<file path="config.mk">
export PLATFORM = sky130hd
export DESIGN_NAME = ttt_turn_ctrl
export DESIGN_NICKNAME = d
export VERILOG_FILES = /design/src/rtl/ttt_pkg.sv /design/src/rtl/ttt_btn_edge.sv /design/src/rtl/ttt_turn_ctrl.sv
export SDC_FILE = /design/constraint.sdc
export NUM_CORES = 1
export LEC_CHECK = 0
export BUFFER_PORTS_ARGS = -buffer_cell sky130_fd_sc_hd__buf_2
export CAP_MARGIN = 40
export CORE_MARGIN = 4
export CORE_UTILIZATION = 30
export DETAILED_ROUTE_END_ITERATION = 8
export PLACE_DENSITY = 0.55
export SYNTH_ARGS = -nofsm -noshare
export SYNTH_HDL_FRONTEND = slang
export SYNTH_SLANG_ARGS = --single-unit
</file>
<file path="constraint.sdc">
create_clock -name Clk -period 3.05 [get_ports Clk]
set_clock_uncertainty 0.2 [all_clocks]
set_input_delay 0.61 -clock Clk [delete_from_list [all_inputs] [get_ports Clk]]
set_output_delay 0.61 -clock Clk [all_outputs]
set_load 0.005 [all_outputs]
</file>
<file path="src/rtl/ttt_pkg.sv">
// ============================================================================
// ttt_pkg : shared constants, FSM state encoding and cursor helpers
// Rev 1.0 : initial release
// ============================================================================
`default_nettype none

package ttt_pkg;

    localparam int NUM_CELLS = 9;
    localparam int CELL_W    = 4;

    localparam logic [CELL_W-1:0] LAST_CELL = CELL_W'(NUM_CELLS - 1);
    localparam logic [CELL_W-1:0] MAX_MOVES = CELL_W'(NUM_CELLS);

    localparam logic P1 = 1'b0;
    localparam logic P2 = 1'b1;

    typedef enum logic [4:0] {
        ST_IDLE   = 5'b00001,
        ST_TURN   = 5'b00010,
        ST_COMMIT = 5'b00100,
        ST_RESULT = 5'b01000,
        ST_OVER   = 5'b10000
    } state_t;

    function automatic logic [CELL_W-1:0] cell_dec(input logic [CELL_W-1:0] c);
        return (c == '0) ? LAST_CELL : c - CELL_W'(1);
    endfunction

    function automatic logic [CELL_W-1:0] cell_inc(input logic [CELL_W-1:0] c);
        return (c == LAST_CELL) ? '0 : c + CELL_W'(1);
    endfunction

endpackage

`default_nettype wire

</file>
<file path="src/rtl/ttt_btn_edge.sv">
// ============================================================================
// ttt_btn_edge : per-bit rising-edge detector with one registered history bit
// Rev 1.0 : initial release
// ============================================================================
`default_nettype none

module ttt_btn_edge #(
    parameter int WIDTH = 6
) (
    input  logic             Clk,
    input  logic             Reset,
    input  logic [WIDTH-1:0] i_btn,
    output logic [WIDTH-1:0] o_rise
);

    logic [WIDTH-1:0] r_hist;

    always_ff @(posedge Clk or posedge Reset) begin
        if (Reset) begin
            r_hist <= '0;
        end else begin
            r_hist <= i_btn;
        end
    end

    assign o_rise = i_btn & ~r_hist;

endmodule

`default_nettype wire

</file>
<file path="src/rtl/ttt_turn_ctrl.sv">
// ============================================================================
// ttt_turn_ctrl : turn sequencer / button arbiter in front of the game core
// Optional per-turn forfeit timer enabled by defining TURN_TIMER_EN.
// Rev 1.0 : initial release
// ============================================================================
`default_nettype none

module ttt_turn_ctrl
    import ttt_pkg::*;
#(
    parameter int TIMEOUT_CYCLES = 50000000
)
(
    input  logic                 Clk,
    input  logic                 Reset,
    input  logic                 Start,
    input  logic                 p1_left,
    input  logic                 p1_right,
    input  logic                 p1_enter,
    input  logic                 p2_left,
    input  logic                 p2_right,
    input  logic                 p2_enter,
    input  logic [NUM_CELLS-1:0] occ_mask,
    input  logic                 game_over,
    output logic                 move_valid,
    input  logic                 move_ready,
    output logic [CELL_W-1:0]    move_cell,
    output logic                 move_player,
    output logic [CELL_W-1:0]    cursor,
    output logic                 player,
    output logic                 illegal,
    output logic                 turn_timeout,
    output logic [CELL_W-1:0]    move_count
);

    logic [5:0] w_rise;

    ttt_btn_edge #(
        .WIDTH (6)
    ) u_btn_edge (
        .Clk    (Clk),
        .Reset  (Reset),
        .i_btn  ({p2_enter, p2_right, p2_left, p1_enter, p1_right, p1_left}),
        .o_rise (w_rise)
    );

    state_t            r_state, w_state_n;
    logic [CELL_W-1:0] r_cursor, w_cursor_n;
    logic              r_player, w_player_n;
    logic              r_move_valid, w_move_valid_n;
    logic [CELL_W-1:0] r_move_cell, w_move_cell_n;
    logic              r_move_player, w_move_player_n;
    logic              r_illegal, w_illegal_n;
    logic [CELL_W-1:0] r_move_count, w_move_count_n;

    // Only the side to move is listened to.
    logic w_left, w_right, w_enter, w_legal_enter;
    assign w_left        = (r_player == P1) ? w_rise[0] : w_rise[3];
    assign w_right       = (r_player == P1) ? w_rise[1] : w_rise[4];
    assign w_enter       = (r_player == P1) ? w_rise[2] : w_rise[5];
    assign w_legal_enter = (r_state == ST_TURN) && w_enter && !occ_mask[r_cursor];

`ifdef TURN_TIMER_EN
    localparam int TIMER_W = $clog2(TIMEOUT_CYCLES + 1);
    localparam logic [TIMER_W-1:0] TIMER_LAST = TIMER_W'(TIMEOUT_CYCLES - 1);

    logic [TIMER_W-1:0] r_timer, w_timer_n;
    logic               r_timeout, w_timeout_n;
`endif

    always_ff @(posedge Clk or posedge Reset) begin
        if (Reset) begin
            r_state       <= ST_IDLE;
            r_cursor      <= '0;
            r_player      <= P1;
            r_move_valid  <= 1'b0;
            r_move_cell   <= '0;
            r_move_player <= P1;
            r_illegal     <= 1'b0;
            r_move_count  <= '0;
`ifdef TURN_TIMER_EN
            r_timer       <= '0;
            r_timeout     <= 1'b0;
`endif
        end else begin
            r_state       <= w_state_n;
            r_cursor      <= w_cursor_n;
            r_player      <= w_player_n;
            r_move_valid  <= w_move_valid_n;
            r_move_cell   <= w_move_cell_n;
            r_move_player <= w_move_player_n;
            r_illegal     <= w_illegal_n;
            r_move_count  <= w_move_count_n;
`ifdef TURN_TIMER_EN
            r_timer       <= w_timer_n;
            r_timeout     <= w_timeout_n;
`endif
        end
    end

    always_comb begin
        w_state_n       = r_state;
        w_cursor_n      = r_cursor;
        w_player_n      = r_player;
        w_move_valid_n  = r_move_valid;
        w_move_cell_n   = r_move_cell;
        w_move_player_n = r_move_player;
        w_illegal_n     = 1'b0;
        w_move_count_n  = r_move_count;
`ifdef TURN_TIMER_EN
        w_timer_n       = r_timer;
        w_timeout_n     = 1'b0;
`endif

        case (r_state)
            ST_IDLE: begin
                if (Start) begin
                    w_state_n      = ST_TURN;
                    w_cursor_n     = '0;
                    w_player_n     = P1;
                    w_move_count_n = '0;
                end
            end

            ST_TURN: begin
                if (w_enter) begin
                    if (occ_mask[r_cursor]) begin
                        w_illegal_n = 1'b1;
                    end else begin
                        w_move_valid_n  = 1'b1;
                        w_move_cell_n   = r_cursor;
                        w_move_player_n = r_player;
                        w_state_n       = ST_COMMIT;
                    end
                end else if (w_left && !w_right) begin
                    w_cursor_n = cell_dec(r_cursor);
                end else if (w_right && !w_left) begin
                    w_cursor_n = cell_inc(r_cursor);
                end
`ifdef TURN_TIMER_EN
                // A legal enter on the expiry cycle beats the forfeit.
                if (!w_legal_enter) begin
                    if (r_timer == TIMER_LAST) begin
                        w_timeout_n = 1'b1;
                        w_player_n  = (r_player == P1) ? P2 : P1;
                        w_timer_n   = '0;
                    end else begin
                        w_timer_n = r_timer + TIMER_W'(1);
                    end
                end
`endif
            end

            ST_COMMIT: begin
                if (move_ready) begin
                    w_move_valid_n = 1'b0;
                    w_move_count_n = (r_move_count == MAX_MOVES) ? r_move_count
                                                                 : r_move_count + CELL_W'(1);
                    w_state_n      = ST_RESULT;
                end
            end

            ST_RESULT: begin
                if (game_over || (r_move_count == MAX_MOVES)) begin
                    w_state_n = ST_OVER;
                end else begin
                    w_player_n = (r_player == P1) ? P2 : P1;
                    w_state_n  = ST_TURN;
                end
            end

            ST_OVER: begin
                if (Start) begin
                    w_state_n = ST_IDLE;
                end
            end

            default: begin
                w_state_n = ST_IDLE;
            end
        endcase

`ifdef TURN_TIMER_EN
        if ((w_state_n == ST_TURN) && (r_state != ST_TURN)) begin
            w_timer_n = '0;
        end
`endif
    end

    assign move_valid  = r_move_valid;
    assign move_cell   = r_move_cell;
    assign move_player = r_move_player;
    assign cursor      = r_cursor;
    assign player      = r_player;
    assign illegal     = r_illegal;
    assign move_count  = r_move_count;

`ifdef TURN_TIMER_EN
    assign turn_timeout = r_timeout;
`else
    assign turn_timeout = 1'b0;
    logic w_unused;
    assign w_unused = w_legal_enter;
`endif

endmodule

`default_nettype wire

</file>
==> results of run 1 <==
==> layout make-up <==
class / count / area, µm²
clock inverter: 1 / 5.005
timing repair buffer: 38 / 197.7
fill: 479 / 3057
inverter: 11 / 41.29
multi-input combinational: 104 / 745.7
tap: 67 / 83.83
sequential: 27 / 676.9
clock buffer: 3 / 41.29
==> power by group <==
| part | total, mW | switching (mW) | internal [mW] |
|---|---|---|---|
| clock | 0.208 | 0.116 | 0.0918 |
| sequential | 0.451 | 0.0532 | 0.398 |
| combinational | 0.291 | 0.151 | 0.139 |
| total | 0.950 | 0.321 | 0.629 |
==> how the worst max path moves through the flow <==
stage | endpoint | startpoint | slack [ns] | depth (start not counted)
5_1_grt | cursor[3] | player | 0.39 | 8
3_3_place_gp | move_cell[2] | occ_mask[0] | 0.55 | 6
2_1_floorplan | cursor[3] | p2_right | 0.71 | 8
3_5_place_dp | cursor[3] | p2_right | 0.52 | 8
6_report | move_cell[2] | cursor[0] | 0.67 | 5
4_1_cts | move_cell[2] | cursor[0] | 0.65 | 5
==> metal layers <==
layer / GRT usage [%] / wire length [µm] / up-vias / share of wire, %
li1: - / - / 599 / -
met1: 13.60 / 1465 / 562 / 47
met2: 17.61 / 1447 / 30 / 46
met3: 2.709 / 185 / 4 / 5.9
met4: 4.124 / 38 / 0 / 1.2
met5: 0 / 0 / - / 0
==> placed cells by master (no fill, tap or decap), types with 4 or more instances in the layout <==
cell and n:
sky130_fd_sc_hd__nand3_1 6, sky130_fd_sc_hd__nor2_1 10, sky130_fd_sc_hd__nor3_1 4, sky130_fd_sc_hd__nand2b_1 4, sky130_fd_sc_hd__ha_1 5, sky130_fd_sc_hd__buf_2 35, sky130_fd_sc_hd__nand2_1 13, sky130_fd_sc_hd__mux2_2 6
sky130_fd_sc_hd__nor3b_1 4, sky130_fd_sc_hd__a21oi_1 8, sky130_fd_sc_hd__inv_1 11, sky130_fd_sc_hd__o21ai_0 7, sky130_fd_sc_hd__dfrtp_1 26
==> cell families (layout without fill, tap and decap cells) <==
logic type | Yosys count | after routing | share of synthesized area [%]
compound gates | 31 | 31 | 14.08
xor+xnor | 3 | 3 | 1.709
fa+ha+maj | 5 | 5 | 4.068
buf+inv | 20 | 53 | 7.485
flops | 27 | 27 | 44.02
mux | 12 | 12 | 9.275
other cells | 1 | 1 | 0.2439
simple gates | 52 | 52 | 19.12
==> through the flow <==
stage                     cell area (µm²)  total power, mW  utilization, %  hold WS [ns]  cells
after floorplan                      1538           0.6808               -        0.3041    151
after global placement               1745           0.7548           36.00        0.2860    247
after detailed placement             1745           0.7506           36.00        0.2947    247
after CTS                            1792           0.9654           36.95        0.1851    251
after global routing                 1792            1.024           36.95        0.2086    251
final                                1792           0.9499           36.95        0.1728    251
==> tightest hold or removal path, cell delays in order <==
cell,delay [ns]
sky130_fd_sc_hd__buf_2,0.09
sky130_fd_sc_hd__inv_1,0.04
sky130_fd_sc_hd__buf_4,0.32
==> flip-flops by register name, summed over array words and instances, names as in the netlist <==
name and flops:
move_player 1, move_cell 4, cursor 4, player 1, u_btn_edge.r_hist 6, r_state 5, illegal 1, move_count 4
move_valid 1
==> flow_metrics.py, run 1 <==
metrics = {
    "yosys": {
        "synth_edf_count": 0,
        "synth.largest_area_cell": "sky130_fd_sc_hd__dfrtp_1",
        "synth.yosys.warnings": 0,
        "synth.cell_area_um2": 1538,
        "synth_flop_cell": "sky130_fd_sc_hd__dfrtp_1",
        "ys_top_cells_by_count": "26 x sky130_fd_sc_hd__dfrtp_1, 13 x sky130_fd_sc_hd__nand2_1, 11 x sky130_fd_sc_hd__inv_1, 10 x sky130_fd_sc_hd__nor2_1, 8 x sky130_fd_sc_hd__a21oi_1",
        "seq_area_frac_synth_pct": 44.02,
        "yosys_register_bits": 27,
        "postSynthCellCount": 151,
        "netlist-cell-type-count": 45,
        "portion_of_synthesized_cell_area_occupied_by_the_leading_cell_type_pct": 42.31,
        "fraction_of_registers_with_async_set_reset_pct": 100.0,
        "synth_fp_nets": 176,
        "yosys.cell_count.top_type": "sky130_fd_sc_hd__dfrtp_1",
        "syn-mean-instance-area_um2": 10.18,
        "synth_top_cells_by_area": "sky130_fd_sc_hd__dfrtp_1 42%, sky130_fd_sc_hd__mux2_2 4.4%, sky130_fd_sc_hd__ha_1 4.1%",
    },
    "global_routing": {
        "grt_start_max_net_pins": 28,
        "global_route.overflow_total": 0,
        "grt_use_total_pct": 10.78,
        "vias_in_the_first_global_route": 1187,
        "number_of_antenna_violations_at_the_first_check_in_global_routing": 0,
        "grt_pass1_wl_mm": 5.430,
    },
    "place": {
        "place.port_buffers": 35,
        "post-dp-hpwl_mm": 2.319,
        "pre_cts_ws_ns": 0.5203,
        "globalplace.congestion": 0.7744,
    },
    "cells_and_area": {
        "area.growth.synth_to_final_pct": 16.52,
        "n_antenna_cell": 0,
        "post_route_cells_drive_above_1_share_pct": 31.52,
        "fin_nets": 210,
    },
    "critical_path": {
        "critPathArrivalTime_ns": 2.35,
        "timing.rr.start": "cursor[0]",
        "critPathCaptureType": "register",
        "path_max_fanout": 9,
        "worstSetupStartpointType": "register",
        "regToRegEndpoint": "move_cell[2]",
        "worst-r2r-cell-count": 5,
        "critical_path.n_buffers_inverters": 0,
        "cp_slowest_cell": "sky130_fd_sc_hd__dfrtp_1",
        "critical_path_class": "register to register",
        "crit_required_ns": 3.02,
        "timing.reg2reg.setup_slack_ns": 0.67,
        "worstPathCellList": "mux2_2 > a222oi_1 > o311a_2 > nand4_4 > mux2_4",
        "critical-path-top-delay-family": "multiplexers",
        "timing.critical_path.slowest_cell_delay_ns": 0.55,
    },
    "clocking": {
        "clk_transition_reported_paths_ns": 0.10,
        "cts_setup_buffers": 0,
        "cts-buffers-inserted": 3,
        "post_cts.resized_instances": 0,
        "cts.htree.levels": 1,
        "cts_tree": "yes",
        "clk_latency_ns": 0.28,
        "cts_hold_buffers": 0,
        "cts_max_path_buffers": 2,
        "clock-sinks": 27,
        "ctsRootBufferMaster": "sky130_fd_sc_hd__clkbuf_8",
    },
    "drt": {
        "routed_wl_mm": 3.136,
        "dr.pass1.iters": 4,
        "antenna_left": 0,
        "via_to_cell_ratio": 4.761,
        "vias": 1195,
        "detail_route.iter0.violations": 82,
        "drc": 0,
        "wl_per_cell_um": 12.49,
    },
    "floorplan": {
        "dieHeight_um": 79.60,
        "ios": 37,
        "std_cell_rows": 25,
        "floorplan.initialDensity_pct": 31.72,
        "die_w_um": 79.60,
        "design.die.area_um2": 6335,
        "core_um2": 4848,
    },
    "sta": {
        "max-slew-margin-rel_pct": 57.72,
        "min_period_over_period_pct": 77.92,
        "timing.final.max_slew_violations": 0,
        "worst_pin_slew_ns": 0.6322,
        "hold_violations": 0,
        "achievable-frequency_mhz": 420.8,
        "post-route-min-period_ns": 2.377,
        "final_worst_setup_slack_ns": 0.6733,
        "setup_viol": 0,
        "grt_setup_unrepaired": "false",
        "totalNegativeSetupSlack_ns": 0,
    },
    "flow_run": {
        "maxCapViolations": 0,
    },
    "power_and_ir_drop": {
        "max-vdd-ir-drop_uv": 293.9,
        "p_per_area_nw_per_um2": 530.1,
        "power_leakage_nw": 0.8896,
    },
    "run_status": {
        "status": "finished clean",
    },
    "hold_path": {
        "hold_path.class": "primary input to async pin",
    },
}
Note: power is estimated with default switching activity, not from simulation.
==> run 2: changes to the inputs <==
==> constraint.sdc (replaced) <==
create_clock -name Clk -period 2.4 [get_ports Clk]
set_clock_uncertainty 0.2 [all_clocks]
set_input_delay 0.48 -clock Clk [delete_from_list [all_inputs] [get_ports Clk]]
set_output_delay 0.48 -clock Clk [all_outputs]
set_load 0.005 [all_outputs]
==> flow_metrics.py, run 2 (synthesized netlist as in run 1, its figures left out) <==
metrics = {
    "run_status": {
        "status": "finished clean",
    },
    "clocking": {
        "cts_hold_buffers": 0,
        "clock-sinks": 27,
        "cts-buffers-inserted": 3,
        "ctsRootBufferMaster": "sky130_fd_sc_hd__clkbuf_8",
        "clk_latency_ns": 0.27,
        "post_cts.resized_instances": 0,
        "cts.htree.levels": 1,
        "cts_max_path_buffers": 2,
        "cts_setup_buffers": 0,
        "clk_transition_reported_paths_ns": 0.09,
        "cts_tree": "yes",
    },
    "critical_path": {
        "critPathCaptureType": "register",
        "path_max_fanout": 8,
        "crit_required_ns": 2.42,
        "critPathArrivalTime_ns": 2.21,
        "worstPathCellList": "buf_4 > inv_1 > ha_1 > o21ai_0 > a22o_1 > a2111oi_1 > a31o_2",
        "cp_slowest_cell": "sky130_fd_sc_hd__dfrtp_1",
        "timing.critical_path.slowest_cell_delay_ns": 0.42,
        "worstSetupStartpointType": "register",
        "critical_path_class": "register to register",
    },
    "cells_and_area": {
        "register_ranked_first_by_flip_flop_count": "u_btn_edge.r_hist",
        "fin_nets": 217,
        "finish.cell_count_without_fillers": 258,
        "final_cell_mix": "35 x sky130_fd_sc_hd__buf_2, 26 x sky130_fd_sc_hd__dfrtp_1, 13 x sky130_fd_sc_hd__nand2_1, 11 x sky130_fd_sc_hd__inv_1",
        "area.growth.synth_to_final_pct": 20.02,
        "n_antenna_cell": 0,
        "biggestRegsByFlops": "u_btn_edge.r_hist (6), r_state (5)",
        "layout.filler_cells": 487,
        "layout_commonest_cell": "sky130_fd_sc_hd__buf_2",
        "post_route_cells_drive_above_1_share_pct": 34.03,
        "largest_reg_flops": 6,
    },
    "power_and_ir_drop": {
        "max-vdd-ir-drop_uv": 300.1,
        "power_leakage_nw": 0.9256,
        "p_per_area_nw_per_um2": 664.2,
    },
    "sta": {
        "grt_setup_unrepaired": "false",
        "achievable-frequency_mhz": 456.9,
        "totalNegativeSetupSlack_ns": 0,
        "setup_viol": 0,
        "post-route-min-period_ns": 2.189,
        "timing.final.max_slew_violations": 0,
        "hold_violations": 0,
        "final.hold.worst_slack_ns": 0.04789,
        "min_period_over_period_pct": 91.20,
    },
    "global_routing": {
        "vias_in_the_first_global_route": 1212,
        "grt_start_max_net_pins": 28,
        "grt_use_total_pct": 10.89,
        "grt_pass1_wl_mm": 5.582,
        "global_route.overflow_total": 0,
        "number_of_antenna_violations_at_the_first_check_in_global_routing": 0,
    },
    "floorplan": {
        "ios": 37,
        "core_um2": 4848,
        "die_w_um": 79.60,
        "std_cell_rows": 25,
        "design.die.area_um2": 6335,
        "floorplan.initialDensity_pct": 31.72,
        "dieHeight_um": 79.60,
    },
    "drt": {
        "detail_route.iter0.violations": 61,
        "vias": 1203,
        "routed_wl_mm": 3.246,
        "dr.pass1.iters": 4,
        "wl_per_cell_um": 12.58,
        "drc": 0,
        "antenna_left": 0,
        "via_to_cell_ratio": 4.663,
    },
    "flow_run": {
        "maxCapViolations": 0,
    },
    "hold_path": {
        "hold_path.class": "primary input to async pin",
    },
    "place": {
        "globalplace.congestion": 0.7507,
        "post-dp-hpwl_mm": 2.577,
        "place.port_buffers": 35,
        "placedCellCount": 254,
    },
}
[run 2: path summary, 6_finish.rpt]
| path | from | to | slack (ns) | cells past startpoint |
|---|---|---|---|---|
| max reg2reg | cursor[0] | cursor[3] | 0.21 | 7 |
| min reg2reg | move_valid | move_valid | 0.32 | 2 |
| max | cursor[0] | cursor[3] | 0.21 | 7 |
| min in group Clk | p1_left | u_btn_edge.r_hist[0] | 0.13 | 1 |
| max in group asynchronous | Reset | r_state[0] | 1.64 | 3 |
| min | Reset | move_cell[2] | 0.05 | 3 |
[run 2: through the flow]
stage,area (µm²),worst slack (ns),util (%),power [mW]
2_1_floorplan,1538,0.1272,-,0.8652
3_3_place_gp,1798,0.02452,37.08,0.9883
3_5_place_dp,1798,0.01297,37.08,0.9861
4_1_cts,1844,0.1472,38.04,1.249
5_1_grt,1846,0.02362,38.06,1.323
6_report,1846,0.2112,38.06,1.226
[run 2: critical path, delay by kind of cell (launching register included)]
kind | cells | cell delay, ns
AOI/OAI and AO/OA | 4 | 0.90
DFF | 1 | 0.42
adders and majority gates | 1 | 0.32
buffers and inverters | 2 | 0.31
[run 2: area by class of cell]
type | count | area [µm²] | share of cell area [%]
tap | 67 | 83.83 | 4.542
timing repair buffer | 45 | 250.2 | 13.56
clock buffer | 3 | 41.29 | 2.237
clock inverter | 1 | 5.005 | 0.2712
sequential | 27 | 676.9 | 36.68
inverter | 11 | 41.29 | 2.237
multi-input combinational | 104 | 747.0 | 40.47
[run 2: layer usage]
| layer | global-route usage (%) | part of all wire [%] | up-vias |
|---|---|---|---|
| met4 | 3.608 | 1.2 | 0 |
| met2 | 17.95 | 46 | 28 |
| met5 | 0 | 0 | - |
| met3 | 1.806 | 3.8 | 5 |
| met1 | 14.43 | 49 | 553 |
| li1 | - | - | 617 |
[run 2: power by group]
group,total [mW],internal (mW),switching (mW),leakage (nW)
Clock,0.255,0.116,0.139,0.0255
Sequential,0.559,0.506,0.0528,0.353
Combinational,0.412,0.199,0.213,0.547
==> run 3: changes to the inputs <==
==> constraint.sdc (replaced) <==
create_clock -name Clk -period 2.4 [get_ports Clk]
set_clock_uncertainty 0.2 [all_clocks]
set_input_delay 0 -clock Clk [delete_from_list [all_inputs] [get_ports Clk]]
set_output_delay 0 -clock Clk [all_outputs]
set_load 0.005 [all_outputs]
==> flow_metrics.py, run 3 (synthesized netlist as in run 1, its figures left out) <==
metrics = {
    "drt": {
        "detail_route.iter0.violations": 72,
        "routed_wl_mm": 3.289,
        "wl_per_cell_um": 12.36,
        "dr.pass1.iters": 4,
        "vias": 1233,
        "via_to_cell_ratio": 4.635,
        "drc": 0,
        "antenna_left": 0,
    },
    "critical_path": {
        "critPathArrivalTime_ns": 2.21,
        "cp_slowest_cell": "sky130_fd_sc_hd__dfrtp_1",
        "critPathCaptureType": "register",
        "worstPathCellList": "buf_4 > inv_1 > ha_1 > nor3_1 > a41oi_1 > o22ai_1 > a2111oi_0 > a31o_2",
        "critical_path_class": "register to register",
        "crit_required_ns": 2.42,
        "critical-path-top-delay-family": "compound AO/OA/AOI/OAI gates",
        "timing.critical_path.slowest_cell_delay_ns": 0.42,
        "path_max_fanout": 8,
        "worstSetupStartpointType": "register",
        "critical_path.n_buffers_inverters": 2,
    },
    "sta": {
        "final.hold.worst_slack_ns": 0.02679,
        "timing.final.max_slew_violations": 0,
        "post-route-min-period_ns": 2.190,
        "grt_setup_unrepaired": "false",
        "totalNegativeSetupSlack_ns": 0,
        "achievable-frequency_mhz": 456.6,
        "min_period_over_period_pct": 91.25,
        "setup_viol": 0,
        "hold_violations": 0,
    },
    "cells_and_area": {
        "biggestRegsByFlops": "u_btn_edge.r_hist (6), r_state (5)",
        "n_antenna_cell": 0,
        "register_ranked_first_by_flip_flop_count": "u_btn_edge.r_hist",
        "seq_area_um2": 676.9,
        "layout.core_utilization_pct": 39.92,
        "final_cell_mix": "35 x sky130_fd_sc_hd__buf_2, 26 x sky130_fd_sc_hd__dfrtp_1, 13 x sky130_fd_sc_hd__nand2_1, 11 x sky130_fd_sc_hd__inv_1",
        "post_route_cells_drive_above_1_share_pct": 32.16,
        "area.growth.synth_to_final_pct": 25.87,
        "largest_reg_flops": 6,
        "fin_nets": 225,
        "layout_commonest_cell": "sky130_fd_sc_hd__buf_2",
        "multiInputGateArea_um2": 748.2,
        "layout.filler_cells": 499,
    },
    "clocking": {
        "cts_setup_buffers": 0,
        "ctsRootBufferMaster": "sky130_fd_sc_hd__clkbuf_8",
        "cts_tree": "yes",
        "cts-buffers-inserted": 3,
        "cts_max_path_buffers": 2,
        "clock-sinks": 27,
        "cts.htree.levels": 1,
        "clk_transition_reported_paths_ns": 0.10,
        "clk_latency_ns": 0.28,
    },
    "floorplan": {
        "std_cell_rows": 25,
        "dieHeight_um": 79.60,
        "design.die.area_um2": 6335,
        "die_w_um": 79.60,
        "ios": 37,
        "core_um2": 4848,
        "floorplan.initialDensity_pct": 31.72,
    },
    "global_routing": {
        "number_of_antenna_violations_at_the_first_check_in_global_routing": 0,
        "grt_pass1_wl_mm": 5.547,
        "global_route.overflow_total": 0,
        "vias_in_the_first_global_route": 1187,
        "grt_use_total_pct": 11.05,
        "grt_start_max_net_pins": 28,
    },
    "place": {
        "globalplace.congestion": 0.7477,
        "place.port_buffers": 35,
        "post-dp-hpwl_mm": 2.448,
    },
    "power_and_ir_drop": {
        "totalPowerFinal_mw": 1.252,
        "power_leakage_nw": 0.9571,
        "max-vdd-ir-drop_uv": 315.1,
        "p_per_area_nw_per_um2": 646.9,
    },
    "hold_path": {
        "hold_path.class": "primary input to register",
    },
    "run_status": {
        "status": "finished clean",
    },
    "flow_run": {
        "maxCapViolations": 0,
    },
}
## run 3: changes by cell type in the layout (fill, tap and decap cells not counted), sizes merged
cell / change
dlygate4sd3: +10
inv: +1
clkinv: -1
buf: -2
## run 3: path summary, 6_finish.rpt
kind / startpoint / end / slack [ns] / cells past startpoint
worst max-delay path: cursor[0] / cursor[3] / 0.21 / 8
worst min-delay path: occ_mask[8] / illegal / 0.03 / 4
worst max register to register: cursor[0] / cursor[3] / 0.21 / 8
worst min register to register: move_cell[3] / move_cell[3] / 0.32 / 1
max in group asynchronous: Reset / r_state[0] / 1.59 / 4
min in group asynchronous: Reset / move_cell[0] / 0.11 / 4
## run 3: worst min-delay path, stage by stage
cell and delay, ns:
sky130_fd_sc_hd__buf_2 0.10, sky130_fd_sc_hd__nand3_1 0.07, sky130_fd_sc_hd__o311a_2 0.23, sky130_fd_sc_hd__nor3b_1 0.07
## run 3: cell type report
class	count	share of cell area (%)
Clock buffer	3	2.133
Sequential cell	27	34.97
Tap cell	67	4.331
Inverter	11	2.133
Timing Repair Buffer	53	17.32
Multi-Input combinational cell	104	38.66
Clock inverter	1	0.4525
## run 3: power breakdown
part           switching [mW]  total [mW]  internal, mW
clock network           0.149       0.270         0.122
logic                   0.214       0.421         0.207
registers              0.0543       0.560         0.506
## run 3: timing repair
action / CTS / global route
setup endpoints to repair: 0 / 1
endpoints found under the hold margin: 39 / 0
resized for setup: 0 / 1
hold buffers: 10 / 0
## run 3: stage by stage
stage / setup slack [ns] / std cells / area, µm²
4_1_cts: 0.1554 / 266 / 1933
2_1_floorplan: 0.1272 / 151 / 1538
6_report: 0.2101 / 266 / 1936
3_5_place_dp: 0.1883 / 252 / 1783
3_3_place_gp: 0.2173 / 252 / 1783
5_1_grt: 0.01390 / 266 / 1936
## run 3: metal layers
layer  global-route usage [%]  wire length (µm)  vias up
met4                    3.608                32        0
met5                        0                 0        -
li1                         -                 -      635
met3                    1.919               145        4
met1                    15.46              1601      567
met2                    17.20              1509       27
